$ cat src/rtl/fetch_unit_if.sv
// fetch_unit_if: handshake and memory-bus bundle for fetch_unit.
//   start/pc_load/pc_in : fetch request and PC redirect (consumer -> fetch)
//   mem_req/mem_adr     : beat read request and byte address (fetch -> memory)
//   memdata/mem_ack     : beat data and data-valid strobe (memory -> fetch)
//   instr/instr_valid   : assembled instruction, held until accepted
//   instr_ready         : consumer accepts instr
//   pc/busy             : current program counter, sequencer not idle
// master = the fetch unit side, slave = its environment.
interface fetch_if #(
  parameter int XLEN   = 8,
  parameter int IWIDTH = 32,
  parameter int BUSW   = 8
);
  logic              start;
  logic              pc_load;
  logic [XLEN-1:0]   pc_in;
  logic              mem_req;
  logic [XLEN-1:0]   mem_adr;
  logic [BUSW-1:0]   memdata;
  logic              mem_ack;
  logic [IWIDTH-1:0] instr;
  logic              instr_valid;
  logic              instr_ready;
  logic [XLEN-1:0]   pc;
  logic              busy;

  modport master (
    input  start, pc_load, pc_in, memdata, mem_ack, instr_ready,
    output mem_req, mem_adr, instr, instr_valid, pc, busy
  );

  modport slave (
    output start, pc_load, pc_in, memdata, mem_ack, instr_ready,
    input  mem_req, mem_adr, instr, instr_valid, pc, busy
  );
endinterface

$ cat src/rtl/fetch_unit.sv
// fetch_unit: instruction-fetch sequencer. Assembles an IWIDTH-bit word from
// BEATS little-endian BUSW-bit memory beats, holds it behind valid/ready and
// advances the PC by BEATS once per accepted instruction.
//   clk   : rising-edge clock
//   reset : synchronous active-high reset
//   bus   : fetch_if.master (request/redirect, memory bus, instruction handshake)
module fetch_unit #(
  parameter int              XLEN     = 8,
  parameter int              IWIDTH   = 32,
  parameter int              BUSW     = 8,
  parameter logic [XLEN-1:0] RESET_PC = '0
) (
  input  logic     clk,
  input  logic     reset,
  fetch_if.master  bus
);
  localparam int BEATS = IWIDTH / BUSW;
  // Guard the width so a bad parameter set reaches the error below cleanly.
  localparam int BW    = (BEATS < 2) ? 1 : $clog2(BEATS);
  localparam logic [BW-1:0] LAST = BW'(BEATS - 1);

  generate
    if (BEATS < 2 || (IWIDTH % BUSW) != 0) begin : g_bad_params
      $error("fetch_unit: IWIDTH must be a multiple of BUSW giving at least 2 beats");
    end
  endgenerate

  typedef enum logic [1:0] {S_IDLE, S_FETCH, S_VALID} state_t;

  state_t                     r_state, w_state_nxt;
  logic [BW-1:0]              r_beat,  w_beat_nxt;
  logic [XLEN-1:0]            r_pc,    w_pc_nxt;
  logic [BEATS-1:0][BUSW-1:0] r_instr;
  logic                       w_cap;

  always_ff @(posedge clk) begin
    if (reset) begin
      r_state <= S_IDLE;
      r_beat  <= '0;
      r_pc    <= RESET_PC;
    end else begin
      r_state <= w_state_nxt;
      r_beat  <= w_beat_nxt;
      r_pc    <= w_pc_nxt;
    end
  end

  // pc_load outranks everything else, including an ack or acceptance
  // arriving in the same cycle.
  always_comb begin
    w_state_nxt = r_state;
    w_beat_nxt  = r_beat;
    w_pc_nxt    = r_pc;
    w_cap       = 1'b0;
    if (bus.pc_load) begin
      w_state_nxt = S_IDLE;
      w_beat_nxt  = '0;
      w_pc_nxt    = bus.pc_in;
    end else begin
      case (r_state)
        S_IDLE: begin
          if (bus.start) begin
            w_state_nxt = S_FETCH;
            w_beat_nxt  = '0;
          end
        end
        S_FETCH: begin
          if (bus.mem_ack) begin
            w_cap = 1'b1;
            if (r_beat == LAST) w_state_nxt = S_VALID;
            else                w_beat_nxt  = r_beat + 1'b1;
          end
        end
        S_VALID: begin
          if (bus.instr_ready) begin
            w_pc_nxt   = r_pc + XLEN'(BEATS);
            w_beat_nxt = '0;
            w_state_nxt = bus.start ? S_FETCH : S_IDLE;
          end
        end
        default: begin
          w_state_nxt = S_IDLE;
          w_beat_nxt  = '0;
        end
      endcase
    end
  end

  // Only the lane of the current beat is written; others keep stale data,
  // which is why an aborted fetch needs no clean-up here.
  always_ff @(posedge clk) begin
    if (reset)      r_instr         <= '0;
    else if (w_cap) r_instr[r_beat] <= bus.memdata;
  end

  // Address comes from registered state only; it wraps naturally in XLEN bits.
  assign bus.mem_adr     = r_pc + XLEN'(r_beat);
  assign bus.mem_req     = (r_state == S_FETCH);
  assign bus.instr_valid = (r_state == S_VALID);
  assign bus.busy        = (r_state != S_IDLE);
  assign bus.instr       = r_instr;
  assign bus.pc          = r_pc;
endmodule
$ cat src/flat_wrapper.sv
// flat-port wrapper written by rule: the top's interface ports become plain ports
module fetch_unit_flat 
#(
  parameter int              XLEN     = 8,
  parameter int              IWIDTH   = 32,
  parameter int              BUSW     = 8,
  parameter logic [XLEN-1:0] RESET_PC = '0
)
  (clk, reset, bus_start, bus_pc_load, bus_pc_in, bus_memdata, bus_mem_ack, bus_instr_ready, bus_mem_req, bus_mem_adr, bus_instr, bus_instr_valid, bus_pc, bus_busy);
  fetch_if #(.XLEN(XLEN), .IWIDTH(IWIDTH), .BUSW(BUSW)) bus_i ();
  input  logic clk;
  input  logic reset;
  input wire logic [$bits(bus_i.start)-1:0] bus_start;
  input wire logic [$bits(bus_i.pc_load)-1:0] bus_pc_load;
  input wire logic [$bits(bus_i.pc_in)-1:0] bus_pc_in;
  input wire logic [$bits(bus_i.memdata)-1:0] bus_memdata;
  input wire logic [$bits(bus_i.mem_ack)-1:0] bus_mem_ack;
  input wire logic [$bits(bus_i.instr_ready)-1:0] bus_instr_ready;
  output wire logic [$bits(bus_i.mem_req)-1:0] bus_mem_req;
  output wire logic [$bits(bus_i.mem_adr)-1:0] bus_mem_adr;
  output wire logic [$bits(bus_i.instr)-1:0] bus_instr;
  output wire logic [$bits(bus_i.instr_valid)-1:0] bus_instr_valid;
  output wire logic [$bits(bus_i.pc)-1:0] bus_pc;
  output wire logic [$bits(bus_i.busy)-1:0] bus_busy;
  assign bus_i.start = bus_start;
  assign bus_i.pc_load = bus_pc_load;
  assign bus_i.pc_in = bus_pc_in;
  assign bus_i.memdata = bus_memdata;
  assign bus_i.mem_ack = bus_mem_ack;
  assign bus_i.instr_ready = bus_instr_ready;
  assign bus_mem_req = bus_i.mem_req;
  assign bus_mem_adr = bus_i.mem_adr;
  assign bus_instr = bus_i.instr;
  assign bus_instr_valid = bus_i.instr_valid;
  assign bus_pc = bus_i.pc;
  assign bus_busy = bus_i.busy;
  fetch_unit #(.XLEN(XLEN), .IWIDTH(IWIDTH), .BUSW(BUSW), .RESET_PC(RESET_PC)) u_core (.clk(clk), .reset(reset), .bus(bus_i));
endmodule
$ cat config.mk
export PLATFORM = sky130hd
export DESIGN_NAME = fetch_unit_flat
export DESIGN_NICKNAME = d
export VERILOG_FILES = /design/src/rtl/fetch_unit_if.sv /design/src/rtl/fetch_unit.sv /design/src/flat_wrapper.sv
export SDC_FILE = /design/constraint.sdc
export NUM_CORES = 1
export LEC_CHECK = 0
export BUFFER_PORTS_ARGS = -buffer_cell sky130_fd_sc_hd__buf_2
export CORE_AREA = 3 3 70 72
export DETAILED_ROUTE_END_ITERATION = 10
export DIE_AREA = 0 0 73 75
export PLACE_DENSITY = 0.79
export SLEW_MARGIN = 20
export SYNTH_ARGS = -nofsm -noshare
export SYNTH_HDL_FRONTEND = slang
export SYNTH_SLANG_ARGS = --single-unit
$ cat constraint.sdc
create_clock -name clk -period 1.8 [get_ports clk]
set_clock_uncertainty 0.2 [all_clocks]
set_input_delay 0.18 -clock clk [delete_from_list [all_inputs] [get_ports clk]]
set_output_delay 0.18 -clock clk [all_outputs]
set_load 0.02 [all_outputs]
==> Word level (Yosys, flattened, before mapping) <==
Index checks and enable logic that the tools add are counted.
{ "word_totals": {"wordCells": 49, "memories": 0, "ff_bits": 44, "latchBits": 0, "ram_bits": 0, "in_bits": 22, "mem_bits_ro": 0} }
{ "classes": {"n_div": 0, "mul": 0, "reduce_logical": 9, "n_shift": 0, "addsub": 3, "mux": 20, "eq_ne": 8, "order_cmp": 2, "bitwise_logic": 0} }
{ "ops": {"columns": ["operator", "n"], "rows": [
  ["$bwmux W32", 1],
  ["$mux W8", 4],
  ["$demux W8 S2", 1],
  ["$mux W2", 8],
  ["$pmux W2 S3", 2],
  ["$add A8 B2 Y8", 1],
  ["$add A8 B3 Y8 const B", 1],
  ["$ne A2 B2 Y1 const B", 4],
  ["$reduce_and A4 Y1", 2],
  ["$reduce_bool A2 Y1", 3],
  ["$eq A2 B2 Y1 const B", 2],
  ["$mux W1", 4],
  ["$lt A2 B3 Y1 const B", 1],
  ["$add A2 B1 Y2 const B", 1],
  ["$eq A2 B1 Y1 const B", 1],
  ["$ge A2 B1 Y1 const B", 1],
  ["$logic_not A2 Y1", 1],
  ["$ne A2 B1 Y1 const B", 1],
  ["$reduce_and A2 Y1", 1],
  ["$reduce_or A2 Y1", 1],
  ["$logic_and A1 B1 Y1", 1]
]} }

==> Logic depth before layout (Yosys ltp) <==
{ "depth": {"ltp_word": 5, "ltp_mapped": 5} }

==> Worst setup path before layout <==
No wires, ideal clock.
{ "synth_timing": {"kind": "register to output", "startpoint": "reg u_core.r_pc[0] (netlist: u_core.bus.pc[0])", "endpoint": "out bus_mem_adr[2]", "path_stages_with_launch": 4, "t_arrival_ns": 1.388, "required_time_ns": 1.420, "path_slack_ns": 0.032, "cell_sequence": "dfxtp_1 ha_1 fa_1 xor2_1"} }
{ "synth_between": {"elab_chain_len": 1} }
{ "synth_lines": {"columns": ["element", "line", "text"], "rows": [
  ["start: declaration", "fetch_unit.sv:32", "logic [XLEN-1:0] r_pc, w_pc_nxt;"],
  ["start signal: assignment", "fetch_unit.sv:44", "r_pc <= w_pc_nxt;"],
  ["$add A8 B2 Y8", "fetch_unit.sv:97", "assign bus.mem_adr = r_pc + XLEN'(r_beat);"],
  ["end: declaration", "flat_wrapper.sv:20", "output wire logic [$bits(bus_i.mem_adr)-1:0] bus_mem_adr;"]
]} }
No other way between the ends.

==> Worst setup path in the final report <==
{ "layout_timing": {"startpoint": "reg u_core.r_pc[0] (netlist: u_core.bus.pc[0])", "endpoint": "out bus_mem_adr[4]"} }
The elaborated chain is that of the path after synthesis.

==> qor.csv <==
metric;value;unit
ys_warn_count;0;
die_area;0.005475;mm2
antenna_cells;0;
synth_ff_type;dfxtp_1;
routedWlPerCell;14.79;um
fillers;362;
fin_nets;324;
first_iter_violations;77;
violations;negative setup slack;
chipWidth;73;um
hold_viol_final;0;
p_leak;1.447;nW
stdcell_count;347;
synth-seq-area-share;41.10;%
async_flop_share;0;%
vias;1760;
syn_avg_cell_area;10.30;um2
grt_max_degree;43;
die_h;75;um
syn_inst;208;
core_area;0.004354;mm2
drive_above_1_share;37.97;%
period_share;107.7;%
dp_hpwl;3.377;mm
rows;24;
clock-root-buffer;clkbuf_8;
rsz0062_at_grt;yes;
initial_core_util;49.22;%
insertion_delay;0.29;ns
cts_tree;built;
cts_sinks;44;
cts_max_level;2;
first_global_vias;1690;
crit_slowest_cell;fa_2;
area_delta_synth_final;33.57;%
grt_usage;18.98;%
cp_slowest_stage_delay;0.38;ns
ys_seq_elements;44;
path_clk_slew;0.08;ns
cp.arrival;1.56;ns
crit_chain;ha_4 -> fa_2 -> nand2_2 -> xnor2_2 -> buf_4;
power-per-cell-area;714.9;mW/mm2
path_class;flop to output port;
slew_headroom;62.78;%
worst_slack;-0.1377;ns
worstHoldPathType;input pin to flop;
synth.distinct_cells;41;
gp_congestion;0.8169;
tns;-0.5636;ns
drv_cap;0;
first_pass_iters;4;
via_per_inst;5.072;
grt_pass1_wl;8.038;mm
syn_area;0.002143;mm2
final_cell_mix;65 x buf_2, 42 x nand2b_1, 38 x dfxtp_1;
antenna_found_initial;0;
synth_nets;238;
tightest_slew;0.5582;ns
fmax;516.1;MHz
outcome;finished, violations left;
synth_edf_count;0;
end_kind;output port;
period_minus_slack;1.938;ns
worstPathMaxFanout;3;
vdd_drop_max;0.3641;mV
io_pins;73;
startpoint_type;flop;
clockBufferDepth;2;
overflow;0;
setup_violations;7;
wl;5.132;mm
numCtsBuffers;5;
drv_slew;0;
io_buffers;72;
final_common_cell;buf_2;
ant_nets;0;
dpl.cell_count;327;
drc;0;
critical_path_required;1.42;ns
-- cell usage after synthesis (all sizes together) (2+ instances only) --
library cell / n / area [um2]
a211oi: 5 / 37.54
a311oi: 2 / 17.52
a31oi: 2 / 12.51
and4bb: 2 / 28.78
buf: 7 / 63.81
clkbuf: 4 / 15.01
dfxtp: 44 / 880.8
ha: 7 / 87.58
inv: 5 / 18.77
mux2i: 35 / 350.3
nand2: 9 / 56.30
nand2b: 42 / 262.8
nand3: 3 / 15.01
nand4: 2 / 12.51
nand4b: 2 / 17.52
nor2: 8 / 30.03
nor3: 2 / 10.01
o21ai: 3 / 15.01
xnor2: 6 / 52.55
xor2: 2 / 17.52
-- area by class of cell --
cell class	count	area, um2	area share, %
Clock buffer	6	82.58	2.885
Inverter	6	22.52	0.7867
Timing Repair Buffer	90	539.3	18.84
Tap cell	52	65.06	2.273
Clock inverter	2	38.79	1.355
Sequential cell	44	893.4	31.21
Multi-Input combinational cell	147	1221	42.66
-- stage by stage --
step | setup slack [ns] | utilization, % | hold WS, ns | area [um2] | total power, mW
2_1_floorplan | 0.03206 | - | 0.08840 | 2143 | 1.160
3_3_place_gp | 0.1103 | 58.22 | 0.2143 | 2535 | 1.235
3_5_place_dp | 0.09226 | 58.22 | 0.2208 | 2535 | 1.239
4_1_cts | -0.1312 | 64.89 | 0.003784 | 2825 | 2.045
5_1_grt | -0.1838 | 65.75 | 0.01937 | 2863 | 2.122
6_report | -0.1377 | 65.75 | 0.005029 | 2863 | 2.046
-- power breakdown --
part | internal [mW] | switching, mW | leakage (nW)
Sequential | 0.988 | 0.0233 | 0.360
Clock | 0.454 | 0.341 | 0.0614
Combinational | 0.116 | 0.125 | 1.03
-- kinds of logic (layout without fill, tap and decap cells) --
| group | count (synthesis) | after routing | synth area share [%] |
|---|---|---|---|
| multiplexers | 35 | 35 | 16.35 |
| adder cells (fa/ha/maj) | 8 | 8 | 5.020 |
| buffers and inverters | 17 | 104 | 4.728 |
| XOR/XNOR | 8 | 8 | 3.269 |
| AND/OR/NAND/NOR | 81 | 81 | 24.23 |
| AO/OA/AOI/OAI | 15 | 15 | 5.312 |
| flip-flops | 44 | 44 | 41.10 |
-- registers in the layout, indices dropped and copies added (netlist names) --
| signal | cells |
|---|---|
| u_core.bus.pc | 8 |
| u_core.bus.instr | 32 |
| u_core.r_state | 2 |
| u_core.r_beat | 2 |
-- per-layer routing --
layer  GRT usage [%]  up-vias  wire length, um
li1                -      882                -
met1           24.21      817             2266
met2           30.78       46             2500
met3           4.005       15              206
met4           8.811        0              159
met5               0        -                0
-- what timing repair did --
action | 4_1_cts | 5_1_grt
pin swaps | 3 | 3
hold endpoints to repair | 9 | 0
setup endpoints to repair | 7 | 7
hold buffers | 9 | 0
gates resized for setup | 17 | 9
buffers inserted | 3 | 0
cloned | 0 | 0
-- path summary, 6_finish.rpt --
kind / startpoint / end / slack, ns / depth (start not counted)
setup / recovery: u_core.bus.pc[0] / bus_mem_adr[4] / -0.14 / 5
hold / removal: bus_memdata[7] / u_core.bus.instr[15] / 0.005 / 3
setup reg to reg: u_core.r_beat[1] / u_core.r_beat[1] / 0.12 / 5
hold reg to reg: u_core.bus.instr[18] / u_core.bus.instr[18] / 0.27 / 2
-- worst max-delay path: cells and delay by family, from the launching register on --
family,cells,cell delay (ns)
xor gates and xnor gates,1,0.11
buffers and inverters,1,0.17
and+or+nand+nor,1,0.10
adders and majority gates,2,0.54
DFF,1,0.34
No activity file was read; power rests on OpenSTA's default activity.
